## config.mk

```make
export PLATFORM = sky130hd
export DESIGN_NAME = uart_cmd_decoder
export DESIGN_NICKNAME = d
export VERILOG_FILES = /design/src/rtl/uart_cmd_pkg.sv /design/src/rtl/btn_pulse_gen.sv /design/src/rtl/uart_cmd_decoder.sv
export SDC_FILE = /design/constraint.sdc
export NUM_CORES = 1
export LEC_CHECK = 0
export CORE_MARGIN = 5
export CORE_UTILIZATION = 60
export CTS_BUF_LIST = sky130_fd_sc_hd__clkbuf_16
export CTS_CLUSTER_SIZE = 24
export DETAILED_ROUTE_END_ITERATION = 10
export GPL_TIMING_DRIVEN = 1
export PLACE_DENSITY = 0.79
export SYNTH_ARGS = -nofsm -noshare
export SYNTH_HDL_FRONTEND = slang
export SYNTH_SLANG_ARGS = --single-unit
```

## constraint.sdc

```tcl
create_clock -name clk -period 5.6 [get_ports clk]
set_input_delay 0.56 -clock clk [delete_from_list [all_inputs] [get_ports clk]]
set_output_delay 0.56 -clock clk [all_outputs]
set_load 0.05 [all_outputs]
```

## src/rtl/uart_cmd_pkg.sv

```systemverilog
// Shared constants, state/opcode encodings and the ASCII digit decoder for
// the UART command decoder.
package uart_cmd_pkg;

  localparam logic [7:0] CH_R  = 8'h72;
  localparam logic [7:0] CH_L  = 8'h6C;
  localparam logic [7:0] CH_U  = 8'h75;
  localparam logic [7:0] CH_D  = 8'h64;
  localparam logic [7:0] CH_S  = 8'h53;
  localparam logic [7:0] CH_C  = 8'h43;
  localparam logic [7:0] CH_B  = 8'h62;
  localparam logic [7:0] CH_Z  = 8'h5A;
  localparam logic [7:0] CH_CR = 8'h0D;
  localparam logic [7:0] CH_LF = 8'h0A;
  localparam logic [7:0] CH_SP = 8'h20;

  typedef enum logic {IDLE, WAIT_ARG} state_t;

  typedef enum logic [1:0] {OP_SET, OP_CLR, OP_BTN} op_t;

  typedef enum logic [1:0] {SW_NONE, SW_TOG, SW_SET, SW_CLR} sw_act_t;

  // Returns {valid, value}; lowercase 'a'..'f' accepted only when allow_hex is set.
  function automatic logic [4:0] decode_char(input logic [7:0] c, input logic allow_hex);
    decode_char = '0;
    if (c >= 8'h30 && c <= 8'h39) begin
      decode_char = {1'b1, c[3:0]};
    end else if (allow_hex && c >= 8'h61 && c <= 8'h66) begin
      decode_char = {1'b1, c[3:0] + 4'd9};
    end
  endfunction

endpackage

```

## src/rtl/btn_pulse_gen.sv

```systemverilog
// Per-button pulse stretcher: a trigger (re)loads PULSE_LEN, output is high
// while the counter is non-zero.
module btn_pulse_gen #(
  parameter int unsigned PULSE_LEN = 1
) (
  input  logic clk,
  input  logic rst,
  input  logic trig,
  output logic pulse
);

  localparam int unsigned CW = $clog2(PULSE_LEN + 1);

  logic [CW-1:0] r_cnt;

  always_ff @(posedge clk or negedge rst) begin
    if (!rst) begin
      r_cnt <= '0;
    end else if (trig) begin
      r_cnt <= CW'(PULSE_LEN);
    end else if (r_cnt != '0) begin
      r_cnt <= r_cnt - 1'b1;
    end
  end

  assign pulse = (r_cnt != '0);

endmodule

```

## src/rtl/uart_cmd_decoder.sv

```systemverilog
// ASCII command decoder: single-byte button/switch commands plus two-byte
// set/clear/button-index commands with an inter-byte timeout.
module uart_cmd_decoder
  import uart_cmd_pkg::*;
#(
  parameter int unsigned N_BTN       = 4,
  parameter int unsigned N_SW        = 3,
  parameter int unsigned PULSE_LEN   = 1,
  parameter int unsigned TIMEOUT_CYC = 100_000_000
) (
  input  logic             clk,
  input  logic             rst,
  input  logic [7:0]       rx_data,
  input  logic             rx_done,
  output logic [N_BTN-1:0] btn,
  output logic [N_SW-1:0]  sw,
  output logic             cmd_ok,
  output logic             cmd_err
);

  localparam int unsigned TMO_W = $clog2(TIMEOUT_CYC + 1);
  localparam logic [TMO_W-1:0] TMO_LOAD = TMO_W'(TIMEOUT_CYC);
  localparam logic [TMO_W-1:0] TMO_ONE  = TMO_W'(1);

  state_t           r_state, w_state_nxt;
  op_t              r_op, w_op_nxt;
  logic [TMO_W-1:0] r_tmo, w_tmo_nxt;
  logic [N_SW-1:0]  r_sw, w_sw_nxt;
  logic             r_ok, r_err, w_ok, w_err;
  logic [N_BTN-1:0] w_trig;
  logic [4:0]       w_dig, w_hex;
  logic             w_bgo, w_bhit, w_shit;
  logic [3:0]       w_bidx, w_sidx;
  sw_act_t          w_sact;

  assign w_dig = decode_char(rx_data, 1'b0);
  assign w_hex = decode_char(rx_data, 1'b1);

  always_ff @(posedge clk or negedge rst) begin
    if (!rst) r_state <= IDLE;
    else      r_state <= w_state_nxt;
  end

  always_comb begin
    w_state_nxt = r_state;
    case (r_state)
      IDLE:
        if (rx_done && (rx_data == CH_S || rx_data == CH_C || rx_data == CH_B))
          w_state_nxt = WAIT_ARG;
      WAIT_ARG:
        if (rx_done || r_tmo == TMO_ONE) w_state_nxt = IDLE;
      default: w_state_nxt = IDLE;
    endcase
  end

  // Decode first into a (button index / switch action) request, then resolve
  // it against N_BTN / N_SW so out-of-range indices turn into errors.
  always_comb begin
    w_sw_nxt  = r_sw;
    w_op_nxt  = r_op;
    w_tmo_nxt = r_tmo;
    w_trig    = '0;
    w_ok      = 1'b0;
    w_err     = 1'b0;
    w_bgo     = 1'b0;
    w_bidx    = '0;
    w_sact    = SW_NONE;
    w_sidx    = '0;
    w_bhit    = 1'b0;
    w_shit    = 1'b0;

    case (r_state)
      IDLE:
        if (rx_done) begin
          case (rx_data)
            CH_R: begin w_bgo = 1'b1; w_bidx = 4'd0; end
            CH_L: begin w_bgo = 1'b1; w_bidx = 4'd1; end
            CH_U: begin w_bgo = 1'b1; w_bidx = 4'd2; end
            CH_D: begin w_bgo = 1'b1; w_bidx = 4'd3; end
            CH_Z: begin w_sw_nxt = '0; w_ok = 1'b1; end
            CH_CR, CH_LF, CH_SP: ;
            CH_S: begin w_op_nxt = OP_SET; w_tmo_nxt = TMO_LOAD; end
            CH_C: begin w_op_nxt = OP_CLR; w_tmo_nxt = TMO_LOAD; end
            CH_B: begin w_op_nxt = OP_BTN; w_tmo_nxt = TMO_LOAD; end
            default:
              if (w_dig[4]) begin
                w_sact = SW_TOG;
                w_sidx = w_dig[3:0];
              end else begin
                w_err = 1'b1;
              end
          endcase
        end
      WAIT_ARG:
        if (rx_done) begin
          case (r_op)
            OP_SET, OP_CLR:
              if (w_dig[4]) begin
                w_sact = (r_op == OP_SET) ? SW_SET : SW_CLR;
                w_sidx = w_dig[3:0];
              end else begin
                w_err = 1'b1;
              end
            OP_BTN:
              if (w_hex[4]) begin
                w_bgo  = 1'b1;
                w_bidx = w_hex[3:0];
              end else begin
                w_err = 1'b1;
              end
            default: w_err = 1'b1;
          endcase
        end else if (r_tmo == TMO_ONE) begin
          w_err     = 1'b1;
          w_tmo_nxt = '0;
        end else begin
          w_tmo_nxt = r_tmo - 1'b1;
        end
      default: ;
    endcase

    for (int unsigned i = 0; i < N_BTN; i++) begin
      if (w_bgo && 4'(i) == w_bidx) begin
        w_trig[i] = 1'b1;
        w_bhit    = 1'b1;
      end
    end
    if (w_bgo) begin
      w_ok  = w_bhit;
      w_err = !w_bhit;
    end

    for (int unsigned i = 0; i < N_SW; i++) begin
      if (w_sact != SW_NONE && 4'(i) == w_sidx) begin
        w_shit = 1'b1;
        case (w_sact)
          SW_TOG:  w_sw_nxt[i] = ~r_sw[i];
          SW_SET:  w_sw_nxt[i] = 1'b1;
          SW_CLR:  w_sw_nxt[i] = 1'b0;
          default: ;
        endcase
      end
    end
    if (w_sact != SW_NONE) begin
      w_ok  = w_shit;
      w_err = !w_shit;
    end
  end

  always_ff @(posedge clk or negedge rst) begin
    if (!rst) begin
      r_op  <= OP_SET;
      r_tmo <= '0;
      r_sw  <= '0;
      r_ok  <= 1'b0;
      r_err <= 1'b0;
    end else begin
      r_op  <= w_op_nxt;
      r_tmo <= w_tmo_nxt;
      r_sw  <= w_sw_nxt;
      r_ok  <= w_ok;
      r_err <= w_err;
    end
  end

  for (genvar g = 0; g < N_BTN; g++) begin : g_btn
    btn_pulse_gen #(
      .PULSE_LEN(PULSE_LEN)
    ) u_pulse (
      .clk  (clk),
      .rst  (rst),
      .trig (w_trig[g]),
      .pulse(btn[g])
    );
  end

  assign sw      = r_sw;
  assign cmd_ok  = r_ok;
  assign cmd_err = r_err;

endmodule

```

# Word-level counts from Yosys, hierarchy flattened
# Index checks and enable logic that the tools add are counted.
# word_totals
reg_bits	39
word_cells	155
in_bits	11
# op_classes
addsub	6
magnitude_cmp	4
reduce_logical	26
muxes	80
n_eq_ne	25
bitwise_logic	4
# ops
op	n
2-to-1 mux 27 bit	4
equality test 8 x 7 -> 1 bit (second input constant)	8
case mux 27 bit (2 select lines)	1
2-to-1 mux 1 bit	45
2-to-1 mux 4 bit	8
equality test 27 x 1 -> 1 bit (second input constant)	1
subtractor 27 x 1 -> 27 bit (second input constant)	1
equality test 8 x 4 -> 1 bit (second input constant)	2
case mux 4 bit (2 select lines)	2
2-to-1 mux 5 bit	3
equality test 2 x 4 -> 1 bit (first input constant)	3
case mux 2 bit (3 select lines)	2
OR reduction 11 bit	1
logical AND 1 bit	10
2-to-1 mux 3 bit	3
case mux 1 bit (3 select lines)	3
equality test 1 x 4 -> 1 bit (first input constant)	2
equality test 8 x 6 -> 1 bit (second input constant)	1
greater-or-equal comparator 8 x 6 -> 1 bit (second input constant)	1
greater-or-equal comparator 8 x 7 -> 1 bit (second input constant)	1
less-or-equal comparator 8 x 6 -> 1 bit (second input constant)	1
less-or-equal comparator 8 x 7 -> 1 bit (second input constant)	1
logical NOT 4 bit	2
2-to-1 mux 2 bit	4
17 further kinds	35

# Depth between registers and ports, before layout
# depth
word_depth	17
ltp_mapped	8

# Cells and area by module
# From an unflattened synthesis, not the netlist that was laid out.
# unflattened
hier_cells	297
area_unflattened_um2	2558.7
# by_module_without_submodules
mod	cells_each	n_inst	area_per_inst_um2
uart_cmd_decoder	293	1	2458.6
btn_pulse_gen	1	4	25.0

# Worst setup path before layout
# No wires, ideal clock.
# synth_path
kind	input port to flip-flop
startpoint	in rx_data[0]
endpoint	reg r_tmo[10]
cell_stages	8
setup_ns	0.118
required_time_ns	5.482
arrival_ns	2.414
setup_slack_ns	3.068
path_cell_list	inv_1 -> ha_1 -> or3b_2 -> o22a_1 -> o21ai_1 -> clkbuf_1 -> o21ai_0 -> a21o_1
# synth_via
elab_chain_cells	4
word_cells_on_any_way	6
classes_between	eq/ne (4); reduce/logical (2)
# synth_rtl
element	line_no	text
from (decl)	uart_cmd_decoder.sv:13	input logic [7:0] rx_data,
equality test 8 x 7 -> 1 bit	uart_cmd_decoder.sv:75	case (rx_data)
OR reduction 3 bit (no line) *	n/a	
!= test 2 bit (no line) *	n/a	
AND reduction 3 bit (no line) *	n/a	
to (signal assigned)	uart_cmd_decoder.sv:159	r_tmo <= w_tmo_nxt;
to (decl)	uart_cmd_decoder.sv:27	logic [TMO_W-1:0] r_tmo, w_tmo_nxt;
# Every way passes the cells marked *; elsewhere a longest branch is shown, timed or not.
# A chain may end at the register's enable or synchronous reset.

# Worst setup path in the final report
# layout_path
startpoint	in rx_data[0]
endpoint	reg r_tmo[9]
# Same word-level chain as after synthesis.

==> metrics.cfg <==
[worst_setup_path]
cp-start-kind=primary input
cp-end-kind=register
rrSetupSlack_ns=2.82
reg2reg_depth=5
reg2reg_to=r_tmo[6]$_DFFE_PN0P_
crit_type=in -> reg
worst_ep_required_time_ns=5.81
r2r-start=r_tmo[6]$_DFFE_PN0P_
cp_max_fo=9
arrival_ns=3.21

[final_layout]
drive_gt1_share_pct=9.32
final_nets=328
mostFrequentLayoutCell=dfrtp_1
n_antenna_cell=0
utilization_pct=68.9
final_cell_mix=dfrtp_1 (39), nor2_1 (27), a21oi_1 (20)
synthToLayoutAreaGrowth_pct=13.0

[synthesis]
synth_edf_count=0
synth_top_area_share_pct=37.3
synth_top_area_cell=dfrtp_1
syn-num-nets=316
synth_seq_cells=39
synth_ff_type=dfrtp_1
yosys_warnings=0
avgSynthCellArea_um2=8.78
ys_top_cells_by_area=dfrtp_1 (37%), nor2_1 (3.9%), a21oi_1 (3.8%)
synth-seq-area-share_pct=37.3
syn-instance-count=298
synth_cell_types=62
syn_area_um2=2620
async_flop_share_pct=100

[floorplanning]
die_w_um=76.1
core_um2=4290
initial_utilization_pct=61.0
die-area_um2=5780
ioPinCount=20
rows=24
fp.dieH_um=76.1

[grt]
grt_pass1_wl_um=11000
grt_pass1_vias=2294
antenna_found_initial=0
grt_max_degree=40
grt_remaining_overflow=0
grt_usage_pct=22.9

[clock_tree]
post_cts.repair.setup_buffers=0
root_buffer=clkbuf_16
cts_tree=done
postCtsHoldBufs=0
ctsResizeCount=0
cts_num_sinks=39
cts_buffer_depth=2
clkLatencyLatePin_ns=0.28
htreeDepth=2
numCtsBuffers=5
cts.clk_slew.worst_paths_ns=0.06

[power_and_ir_drop]
netSwitchingPower_uw=249
p_per_area_nw_per_um2=283
internal_power_uw=588
pwr-share-comb_pct=19.3
leakage_uw=0.00120
switching_share_pct=29.8
power_frac_clock_pct=38.0
vdd_ir_drop_max_uv=225
p_total_uw=837
p_seq_share_pct=42.8

[timing]
tightest_slew_ns=0.889
finalHoldViolCount=0
rsz0062_at_grt=false
period_minus_slack_ns=3.00
setup_tns_ns=0
hold_ws_ns=0.395
finalCritPeriodShare_pct=53.6
fmax_mhz=333
relSlewSlack_pct=40.4
slew_violations=0
setup_viol=0
skew_ns=0.00447

[detailed_routing]
drt_iter0_drc=175
wl_per_cell_um=17.2
vias_per_cell=6.52
final_antenna_net_count=0
wirelength_um=6230
num_vias=2367
drc_errors=0
drt_pass1_iterations=4

[min_path]
min_path_type=in -> async

[place]
finalWeightedCongestion=0.909
dp_hpwl_um=4530
io_buffer_count=19

[job]
max_cap_viol_count=0

[outcome]
outcome=finished clean

==> per-layer routing <==
layer	track usage, %	up-vias	wire length, um
li1	-	1146	-
met1	28.7	1124	2620
met2	38.5	84	3080
met3	4.14	13	385
met4	9.44	0	148
met5	0	-	0
==> metrics by stage <==
step | instance area, um2 | std cells | worst slack, ns
2_1_floorplan | 2620 | 298 | 3.07
3_3_place_gp | 2800 | 355 | 2.40
3_5_place_dp | 2800 | 355 | 2.32
4_1_cts | 2960 | 363 | 2.62
5_1_grt | 2960 | 363 | 2.35
6_report | 2960 | 363 | 2.60
==> power groups by stage <==
stage | clock (uW) | sequential (uW) | combinational (uW)
after global routing | 337 | 363 | 183
after CTS | 323 | 357 | 162
after floorplan | 0 | 353 | 116
after global placement | 0 | 359 | 155
final | 318 | 358 | 161
after detailed placement | 0 | 361 | 161
==> worst max path at each step <==
stage	from	end	slack [ns]	cells after the start
after global routing	rx_data[0]	r_tmo[9]$_DFFE_PN0P_	2.35	8
after detailed placement	rx_data[0]	r_tmo[9]$_DFFE_PN0P_	2.32	8
final	rx_data[0]	r_tmo[9]$_DFFE_PN0P_	2.60	8
after global placement	rx_data[1]	r_tmo[9]$_DFFE_PN0P_	2.40	7
after CTS	rx_data[0]	r_tmo[9]$_DFFE_PN0P_	2.62	8
after floorplan	rx_data[0]	r_tmo[10]$_DFFE_PN0P_	3.07	8
==> worst max-delay path, stage by stage <==
cell             delay (ns)
clkdlybuf4s50_1        0.50
inv_1                  0.22
ha_1                   0.23
or3b_2                 0.50
o22ai_2                0.25
a21oi_1                0.27
or4_1                  0.54
a21oi_1                0.15
==> logic make-up (layout without fill, tap and decap cells) <==
family	after synthesis	in the layout	synth area share, %
buffers and inverters	25	38	4.49
AND/OR/NAND/NOR	132	132	28.4
multiplexers	7	7	2.77
flip-flops	39	39	37.3
AO/OA/AOI/OAI	88	88	23.7
adder cells (fa/ha/maj)	7	7	3.35
==> final cells by class <==
type | count | area, um2
multi-input combinational | 234 | 1520
fill | 371 | 1340
sequential | 39 | 976
timing repair buffer | 20 | 193
clock buffer | 5 | 125
tap | 52 | 65.1
clock inverter | 3 | 38.8
inverter | 10 | 37.5
==> flip-flops by register name (all words and copies together) (netlist names) <==
name / count
r_tmo: 27
g_btn.u_pulse.pulse: 4
sw: 3
r_op: 2
cmd_err: 1
cmd_ok: 1
r_state: 1
==> synthesized netlist by cell type (all sizes together), types with 4 or more instances <==
master  number
or4          6
nor2b        8
mux2i        5
o31ai        6
buf          6
dfrtp       39
a21o         5
nor3        16
nor3b        6
or3          4
a21oi       21
ha           7
nand3        9
inv         10
or2          4
nand2       18
o22a         4
nand4        5
o21ai       18
clkbuf       9
nor4         9
nor2        27
nand2b       4
Power figures use the tool's default switching activity.
